<file path="src/rtl/apb_downsizer_pkg.sv">
// Shared types and constants for the 32-to-16 bit APB downsizer.
package apb_downsizer_pkg;

  localparam int HALF_W = 16;
  localparam int FULL_W = 32;

  localparam logic LANE_LO = 1'b0;
  localparam logic LANE_HI = 1'b1;

  typedef enum logic [2:0] {
    ST_IDLE      = 3'd0,
    ST_SETUP_LO  = 3'd1,
    ST_ACCESS_LO = 3'd2,
    ST_SETUP_HI  = 3'd3,
    ST_ACCESS_HI = 3'd4,
    ST_DONE      = 3'd5
  } state_e;

  typedef struct packed {
    logic [HALF_W-1:0] wdata;
    logic [1:0]        strb;
  } lane_t;

endpackage

</file>
<file path="src/rtl/apb_downsizer_if.sv">
// Bus bundle for the downsizer: 32-bit master side and 16-bit slave side.
interface apb_downsizer_if
  import apb_downsizer_pkg::*;
#(
  parameter int ADDR_W = 32
);
  logic                psel_m_i;
  logic                penable_m_i;
  logic                pwrite_m_i;
  logic [ADDR_W-1:0]   paddr_m_i;
  logic [FULL_W-1:0]   pwdata_m_i;
  logic [3:0]          pstrb_m_i;
  logic [FULL_W-1:0]   prdata_m_o;
  logic                pready_m_o;
  logic                pslverr_m_o;

  logic                psel_s_o;
  logic                penable_s_o;
  logic                pwrite_s_o;
  logic [ADDR_W-1:0]   paddr_s_o;
  logic [HALF_W-1:0]   pwdata_s_o;
  logic [1:0]          pstrb_s_o;
  logic [HALF_W-1:0]   prdata_s_i;
  logic                pready_s_i;
  logic                pslverr_s_i;

  modport bridge (
    input  psel_m_i, penable_m_i, pwrite_m_i, paddr_m_i, pwdata_m_i, pstrb_m_i,
    output prdata_m_o, pready_m_o, pslverr_m_o,
    output psel_s_o, penable_s_o, pwrite_s_o, paddr_s_o, pwdata_s_o, pstrb_s_o,
    input  prdata_s_i, pready_s_i, pslverr_s_i
  );

  modport master (
    output psel_m_i, penable_m_i, pwrite_m_i, paddr_m_i, pwdata_m_i, pstrb_m_i,
    input  prdata_m_o, pready_m_o, pslverr_m_o
  );

  modport slave (
    input  psel_s_o, penable_s_o, pwrite_s_o, paddr_s_o, pwdata_s_o, pstrb_s_o,
    output prdata_s_i, pready_s_i, pslverr_s_i
  );
endinterface

</file>
<file path="src/rtl/apb_downsizer.sv">
// Splits each 32-bit APB transfer into up to two 16-bit slave transfers and
// reassembles read data before completing the master transfer.
module apb_downsizer
  import apb_downsizer_pkg::*;
#(
  parameter int ADDR_W = 32
) (
  input logic            pclk,
  input logic            prst,
  apb_downsizer_if.bridge bus
);

  state_e              state_q, state_d;
  logic [ADDR_W-3:0]   addr_q;
  logic [FULL_W-1:0]   wdata_q;
  logic [3:0]          strb_q;
  logic                write_q;
  logic                need_hi_q;
  logic                err_q;
  logic [FULL_W-1:0]   rdata_q;

  logic  capture, cap_need_lo, cap_need_hi;
  logic  lane, active, access;
  lane_t sel;

  function automatic lane_t lane_sel(input logic ln, input logic [FULL_W-1:0] wd,
                                     input logic [3:0] st, input logic wr);
    lane_t r;
    r.wdata = (ln == LANE_HI) ? wd[31:16] : wd[15:0];
    r.strb  = wr ? ((ln == LANE_HI) ? st[3:2] : st[1:0]) : 2'b00;
    return r;
  endfunction

  assign capture     = (state_q == ST_IDLE) && bus.psel_m_i && bus.penable_m_i;
  // Reads always fetch both halves; writes only touch lanes with strobes set.
  assign cap_need_lo = !bus.pwrite_m_i || (|bus.pstrb_m_i[1:0]);
  assign cap_need_hi = !bus.pwrite_m_i || (|bus.pstrb_m_i[3:2]);

  assign lane   = (state_q == ST_SETUP_HI) || (state_q == ST_ACCESS_HI);
  assign access = (state_q == ST_ACCESS_LO) || (state_q == ST_ACCESS_HI);
  assign active = access || (state_q == ST_SETUP_LO) || (state_q == ST_SETUP_HI);
  assign sel    = lane_sel(lane, wdata_q, strb_q, write_q);

  assign bus.psel_s_o    = active;
  assign bus.penable_s_o = access;
  assign bus.pwrite_s_o  = active && write_q;
  assign bus.paddr_s_o   = active ? {addr_q, lane, 1'b0} : '0;
  assign bus.pwdata_s_o  = active ? sel.wdata : '0;
  assign bus.pstrb_s_o   = active ? sel.strb : 2'b00;

  assign bus.pready_m_o  = (state_q == ST_DONE);
  assign bus.pslverr_m_o = (state_q == ST_DONE) && err_q;
  assign bus.prdata_m_o  = rdata_q;

  always_comb begin
    state_d = state_q;
    case (state_q)
      ST_IDLE: begin
        if (capture) begin
          if (cap_need_lo)      state_d = ST_SETUP_LO;
          else if (cap_need_hi) state_d = ST_SETUP_HI;
          else                  state_d = ST_DONE;
        end
      end
      ST_SETUP_LO:  state_d = ST_ACCESS_LO;
      ST_SETUP_HI:  state_d = ST_ACCESS_HI;
      ST_ACCESS_LO: begin
        // A low-half error aborts the high half.
        if (bus.pready_s_i)
          state_d = (need_hi_q && !bus.pslverr_s_i) ? ST_SETUP_HI : ST_DONE;
      end
      ST_ACCESS_HI: if (bus.pready_s_i) state_d = ST_DONE;
      ST_DONE:      state_d = ST_IDLE;
      default:      state_d = ST_IDLE;
    endcase
  end

  always_ff @(posedge pclk or negedge prst) begin
    if (!prst) begin
      state_q   <= ST_IDLE;
      addr_q    <= '0;
      wdata_q   <= '0;
      strb_q    <= '0;
      write_q   <= 1'b0;
      need_hi_q <= 1'b0;
      err_q     <= 1'b0;
      rdata_q   <= '0;
    end else begin
      state_q <= state_d;
      if (capture) begin
        addr_q    <= bus.paddr_m_i[ADDR_W-1:2];
        wdata_q   <= bus.pwdata_m_i;
        strb_q    <= bus.pstrb_m_i;
        write_q   <= bus.pwrite_m_i;
        need_hi_q <= cap_need_hi;
        err_q     <= 1'b0;
        // Clearing here makes an aborted half read back as zero.
        if (!bus.pwrite_m_i) rdata_q <= '0;
      end
      if (access && bus.pready_s_i) begin
        err_q <= err_q | bus.pslverr_s_i;
        if (!write_q) begin
          if (lane == LANE_HI) rdata_q[31:16] <= bus.prdata_s_i;
          else                 rdata_q[15:0]  <= bus.prdata_s_i;
        end
      end
    end
  end

endmodule

</file>
<file path="src/flat_wrapper.sv">
// flat-port wrapper written by rule: the top's interface ports become plain ports
module apb_downsizer_flat import apb_downsizer_pkg::*;
#(
  parameter int ADDR_W = 32
)
  (pclk, prst, bus_psel_m_i, bus_penable_m_i, bus_pwrite_m_i, bus_paddr_m_i, bus_pwdata_m_i, bus_pstrb_m_i, bus_prdata_m_o, bus_pready_m_o, bus_pslverr_m_o, bus_psel_s_o, bus_penable_s_o, bus_pwrite_s_o, bus_paddr_s_o, bus_pwdata_s_o, bus_pstrb_s_o, bus_prdata_s_i, bus_pready_s_i, bus_pslverr_s_i);
  apb_downsizer_if #(.ADDR_W(ADDR_W)) bus_i ();
  input logic pclk;
  input logic prst;
  input wire logic [$bits(bus_i.psel_m_i)-1:0] bus_psel_m_i;
  input wire logic [$bits(bus_i.penable_m_i)-1:0] bus_penable_m_i;
  input wire logic [$bits(bus_i.pwrite_m_i)-1:0] bus_pwrite_m_i;
  input wire logic [$bits(bus_i.paddr_m_i)-1:0] bus_paddr_m_i;
  input wire logic [$bits(bus_i.pwdata_m_i)-1:0] bus_pwdata_m_i;
  input wire logic [$bits(bus_i.pstrb_m_i)-1:0] bus_pstrb_m_i;
  output wire logic [$bits(bus_i.prdata_m_o)-1:0] bus_prdata_m_o;
  output wire logic [$bits(bus_i.pready_m_o)-1:0] bus_pready_m_o;
  output wire logic [$bits(bus_i.pslverr_m_o)-1:0] bus_pslverr_m_o;
  output wire logic [$bits(bus_i.psel_s_o)-1:0] bus_psel_s_o;
  output wire logic [$bits(bus_i.penable_s_o)-1:0] bus_penable_s_o;
  output wire logic [$bits(bus_i.pwrite_s_o)-1:0] bus_pwrite_s_o;
  output wire logic [$bits(bus_i.paddr_s_o)-1:0] bus_paddr_s_o;
  output wire logic [$bits(bus_i.pwdata_s_o)-1:0] bus_pwdata_s_o;
  output wire logic [$bits(bus_i.pstrb_s_o)-1:0] bus_pstrb_s_o;
  input wire logic [$bits(bus_i.prdata_s_i)-1:0] bus_prdata_s_i;
  input wire logic [$bits(bus_i.pready_s_i)-1:0] bus_pready_s_i;
  input wire logic [$bits(bus_i.pslverr_s_i)-1:0] bus_pslverr_s_i;
  assign bus_i.psel_m_i = bus_psel_m_i;
  assign bus_i.penable_m_i = bus_penable_m_i;
  assign bus_i.pwrite_m_i = bus_pwrite_m_i;
  assign bus_i.paddr_m_i = bus_paddr_m_i;
  assign bus_i.pwdata_m_i = bus_pwdata_m_i;
  assign bus_i.pstrb_m_i = bus_pstrb_m_i;
  assign bus_prdata_m_o = bus_i.prdata_m_o;
  assign bus_pready_m_o = bus_i.pready_m_o;
  assign bus_pslverr_m_o = bus_i.pslverr_m_o;
  assign bus_psel_s_o = bus_i.psel_s_o;
  assign bus_penable_s_o = bus_i.penable_s_o;
  assign bus_pwrite_s_o = bus_i.pwrite_s_o;
  assign bus_paddr_s_o = bus_i.paddr_s_o;
  assign bus_pwdata_s_o = bus_i.pwdata_s_o;
  assign bus_pstrb_s_o = bus_i.pstrb_s_o;
  assign bus_i.prdata_s_i = bus_prdata_s_i;
  assign bus_i.pready_s_i = bus_pready_s_i;
  assign bus_i.pslverr_s_i = bus_pslverr_s_i;
  apb_downsizer #(.ADDR_W(ADDR_W)) u_core (.pclk(pclk), .prst(prst), .bus(bus_i));
endmodule
</file>
<file path="config.mk">
export PLATFORM = sky130hd
export DESIGN_NAME = apb_downsizer_flat
export DESIGN_NICKNAME = d
export VERILOG_FILES = /design/src/rtl/apb_downsizer_pkg.sv /design/src/rtl/apb_downsizer_if.sv /design/src/rtl/apb_downsizer.sv /design/src/flat_wrapper.sv
export SDC_FILE = /design/constraint.sdc
export NUM_CORES = 1
export LEC_CHECK = 0
export ABC_AREA = 1
export BUFFER_PORTS_ARGS = -buffer_cell sky130_fd_sc_hd__buf_2
export CAP_MARGIN = 10
export CORE_MARGIN = 4
export CORE_UTILIZATION = 45
export DETAILED_ROUTE_END_ITERATION = 10
export PLACE_DENSITY = 0.79
export SLEW_MARGIN = 20
export SYNTH_ARGS = -nofsm -noshare
export SYNTH_HDL_FRONTEND = slang
export SYNTH_SLANG_ARGS = --single-unit
</file>
<file path="constraint.sdc">
create_clock -name pclk -period 1.77 [get_ports pclk]
set_clock_uncertainty 0.2 [all_clocks]
set_input_delay 0.2655 -clock pclk [delete_from_list [all_inputs] [get_ports pclk]]
set_output_delay 0.2655 -clock pclk [all_outputs]
set_load 0.05 [all_outputs]
</file>
==> metrics.log <==
[metrics] depth of the CTS H-tree: 3
[metrics] largest net degree at the start of global routing: 105
[metrics] die outline width: 113 um
[metrics] CP max stage cell: dfrtp_2
[metrics] post-layout worst setup margin: -0.571 ns
[metrics] count of non-filler cells in the finished layout: roughly 1,100
[metrics] RSZ-0062 raised after global routing: true
[metrics] path category of the worst min-delay check: input pin to register
[metrics] RD Place Congestion: 0.820
[metrics] initial core utilization: 0.459
[metrics] Net Count, Synth: 752
[metrics] overall global routing resource usage: 0.281
[metrics] post-synthesis instance area: approximately 5000 um^2
[metrics] number of antenna violations at the first check in global routing: 0
[metrics] TritonCTS clock tree: yes
[metrics] sequential area share after synthesis: 0.525
[metrics] Die Ht: around 110 um
[metrics] reg2reg start: u_core.state_q[1]
[metrics] multi-input combinational cell area: around 2300 um^2
[metrics] Peak VDD IR: approximately 0.0013 V
[metrics] capture instance of the worst register-to-register path: u_core.bus.prdata_m_o[23]
[metrics] pin slew with the least headroom to its limit: 0.589 ns
[metrics] most common cell after layout, fill and taps aside: nand2_1
[metrics] type of origin of the critical path: register
[metrics] area of the placeable core: 10,800 um^2
[metrics] worst slack at placement: -0.280 ns
[metrics] top-level I/O count: about 180
[metrics] Setup Crit Path Kind: register to primary output
[metrics] via count of the first global-routing pass: 5,680
[metrics] area delta synth->final: 73.5%
[metrics] area of the die: between 10,000 and 15,000 um^2
[metrics] layout filler cell count: around 630
[metrics] worst reg2reg path depth: 10
[metrics] Lkg Pwr: 0.00434 uW
[metrics] cell count after synthesis: ~660
[metrics] total wire length: 19,700 um
[metrics] top layer reached by signal wires: met4
[metrics] antenna viol nets, final: 0
[metrics] power density over cell area: just over 2000 nW/um^2
[metrics] Largest stage delay, worst path: around 0.43 ns
[metrics] Setup crit end kind: primary output
[metrics] Fin. Hold Viols: 0
[metrics] clock latency of the later-clocked register in the worst-skew pair: 0.35 ns
[metrics] Post-Place Cells: slightly below 1,000
[metrics] area taken by flip-flops and latches: 2610 um^2
[metrics] share of layout cells above drive strength 1: 0.375
[metrics] violated checks: setup timing
[metrics] #FFs+latches synth: between 100 and 150
[metrics] run status: finished with violations
[metrics] setup slack of the most critical reg-to-reg path: -0.20 ns
[metrics] series of cell instances along the critical path: inv_2 -> nand2_2 -> nand3_4 -> buf_4 -> buf_12 -> nand2_1 -> clkinvlp_4 -> buf_8
[metrics] worst relative slew slack: 0.608
[metrics] portion of the clock cycle consumed by the worst path in the final layout: 1.32
[metrics] highest attainable clock frequency: between 400 and 500 MHz
[metrics] Inserted Diodes: 0
[metrics] vias per std cell: just over 5
[metrics] cell area after layout: 8600 um^2
[metrics] gr ovfl total: 0
[metrics] clk buf depth: 2
[metrics] DR DRC count: 0
[metrics] wire length of the first global-routing pass: between 20,000 and 30,000 um
[metrics] total iterations of the first detailed-routing run: 5
[metrics] max-capacitance violation count: 0
[metrics] arrival time at the worst endpoint: 1.88 ns
[metrics] met2 wire length: about 11,000 um
[metrics] most frequent cells in the layout: 286 x nand2_1, 119 x buf_2, 101 x dfrtp_1
[metrics] Setup violations, final: between 80 and 90
[metrics] worst hold path depth: 4
[metrics] number of buffer cells added on primary ports: around 170
[metrics] HPWL after detailed placement: 9150 um
[metrics] clock transition at the registers of the reported paths: 0.10 ns
[metrics] post-synthesis cell type count: 24
[metrics] Avg Synthesized Cell Area: 7.50 um^2
[metrics] met3 wirelength from detailed routing: between 1000 and 1500 um
[metrics] final critical path time including I/O delays and setup: 2.34 ns
[metrics] root cell of the clock tree: clkbuf_8
[metrics] crit-path max FO: 7
[metrics] number of buffers created by CTS: 9
[metrics] final-stage net count: 1,046
[metrics] Via Count: 5,554
[metrics] row cnt: 38
[metrics] CTS Sinks: 104
[metrics] start point of the worst min-delay path: bus_pwrite_m_i
[metrics] number of pins with negative max-slew slack in the final report: 0
[metrics] post-placement cell area: approximately 6500 um^2
[metrics] 1st-iter DRT viols: 492
[metrics] Endpoint, Worst Hold: u_core.need_hi_q
[metrics] number of warning messages in the yosys log: 0
[metrics] critical path required time: 1.30 ns
[metrics] Met1 Wirelength: roughly 7000 um
[metrics] routed length per instance: roughly 18 um
## flip-flops by register name (all words and copies together), names as in the netlist
register / count
u_core.addr_q: 30
u_core.bus.prdata_m_o: 32
u_core.write_q: 1
u_core.err_q: 1
u_core.wdata_q: 32
u_core.need_hi_q: 1
u_core.strb_q: 4
u_core.state_q: 3
## cell type report
| type | instances | share of cell area |
|---|---|---|
| Clock buffer | 9 | 0.0144 |
| Timing Repair Buffer | 313 | 0.334 |
| Clock inverter | 7 | 0.00713 |
| Tap cell | 140 | 0.0204 |
| Inverter | 88 | 0.0525 |
| Sequential cell | 104 | 0.303 |
| Multi-Input combinational cell | 439 | 0.269 |
## metal layers
| metal | vias up | track usage |
|---|---|---|
| met3 | 94 | 0.0508 |
| met1 | 2579 | 0.312 |
| li1 | 2558 | - |
| met4 | 0 | 0.128 |
| met5 | - | 0 |
| met2 | 323 | 0.520 |
## report_power, final
part           switching [uW]  internal, uW  leakage [uW]
logic                    7460          4310       0.00293
clock network             909           547     0.0000945
registers                 725          3450       0.00132
## per-stage QoR
stage          power, uW   util  hold WS [ns]  TNS (ns)
2_1_floorplan      10700      -        -0.230     -9.16
5_1_grt            18200  0.797         0.139    -37.30
3_5_place_dp       12800  0.603         0.177    -15.40
4_1_cts            15900  0.762        0.0706    -24.79
3_3_place_gp       12600  0.603         0.178    -12.93
6_report           17400  0.797        0.0897    -31.41
## cells by family after synthesis
family,after synthesis,synth area share
flip-flops,104,0.525
AO/OA/AOI/OAI,56,0.0588
buffers and inverters,121,0.106
other,1,0.000756
AND/OR/NAND/NOR,379,0.309
## critical path: cells and delay by family (launching register included)
kind                   cells  cell delay, ns
buffers and inverters      5            0.68
AND/OR/NAND/NOR            3            0.41
flip-flops                 1            0.43
## synth_stat cells
cell / instances / area [um^2]
inv_1: 85 / 319
nand2_1: 302 / 1130
nor2_8: 1 / 20.0
nand2_2: 1 / 6.26
nor3_1: 1 / 5.00
conb_1: 1 / 3.75
nand2_4: 5 / 56.3
nand3_1: 20 / 100
buf_4: 3 / 22.5
o21ai_1: 1 / 5.00
and2_1: 1 / 6.26
a21oi_4: 1 / 16.3
buf_6: 4 / 45.0
clkbuf_1: 2 / 7.51
a21oi_1: 21 / 105
buf_2: 24 / 120
inv_2: 3 / 11.3
nor2_4: 2 / 22.5
nand3_2: 1 / 10.0
nor2_2: 1 / 6.26
nand4_1: 1 / 6.26
o21ai_0: 33 / 165
dfrtp_1: 104 / 2600
nor2_1: 43 / 161
## worst max-delay path by stage
stage,startpoint,endpoint,slack (ns)
floorplan,u_core.state_q[2],u_core.bus.prdata_m_o[21],-0.19
global placement,u_core.state_q[0],bus_pwdata_s_o[4],-0.24
detailed placement,u_core.state_q[2],bus_paddr_s_o[17],-0.28
CTS,u_core.state_q[0],bus_pwdata_s_o[11],-0.47
global route,u_core.state_q[0],bus_paddr_s_o[2],-0.62
finish,u_core.state_q[2],bus_paddr_s_o[2],-0.57
## timing repair
action / in CTS / in global routing
setup buffers: 14 / 6
cloned: 4 / 5
resized for setup: 160 / 53
hold buffers: 84 / 0
setup endpoints to repair: 70 / 102
endpoints found under the hold margin: 203 / 0
pin swaps: 11 / 13
Note: power is estimated with default switching activity, not from simulation.
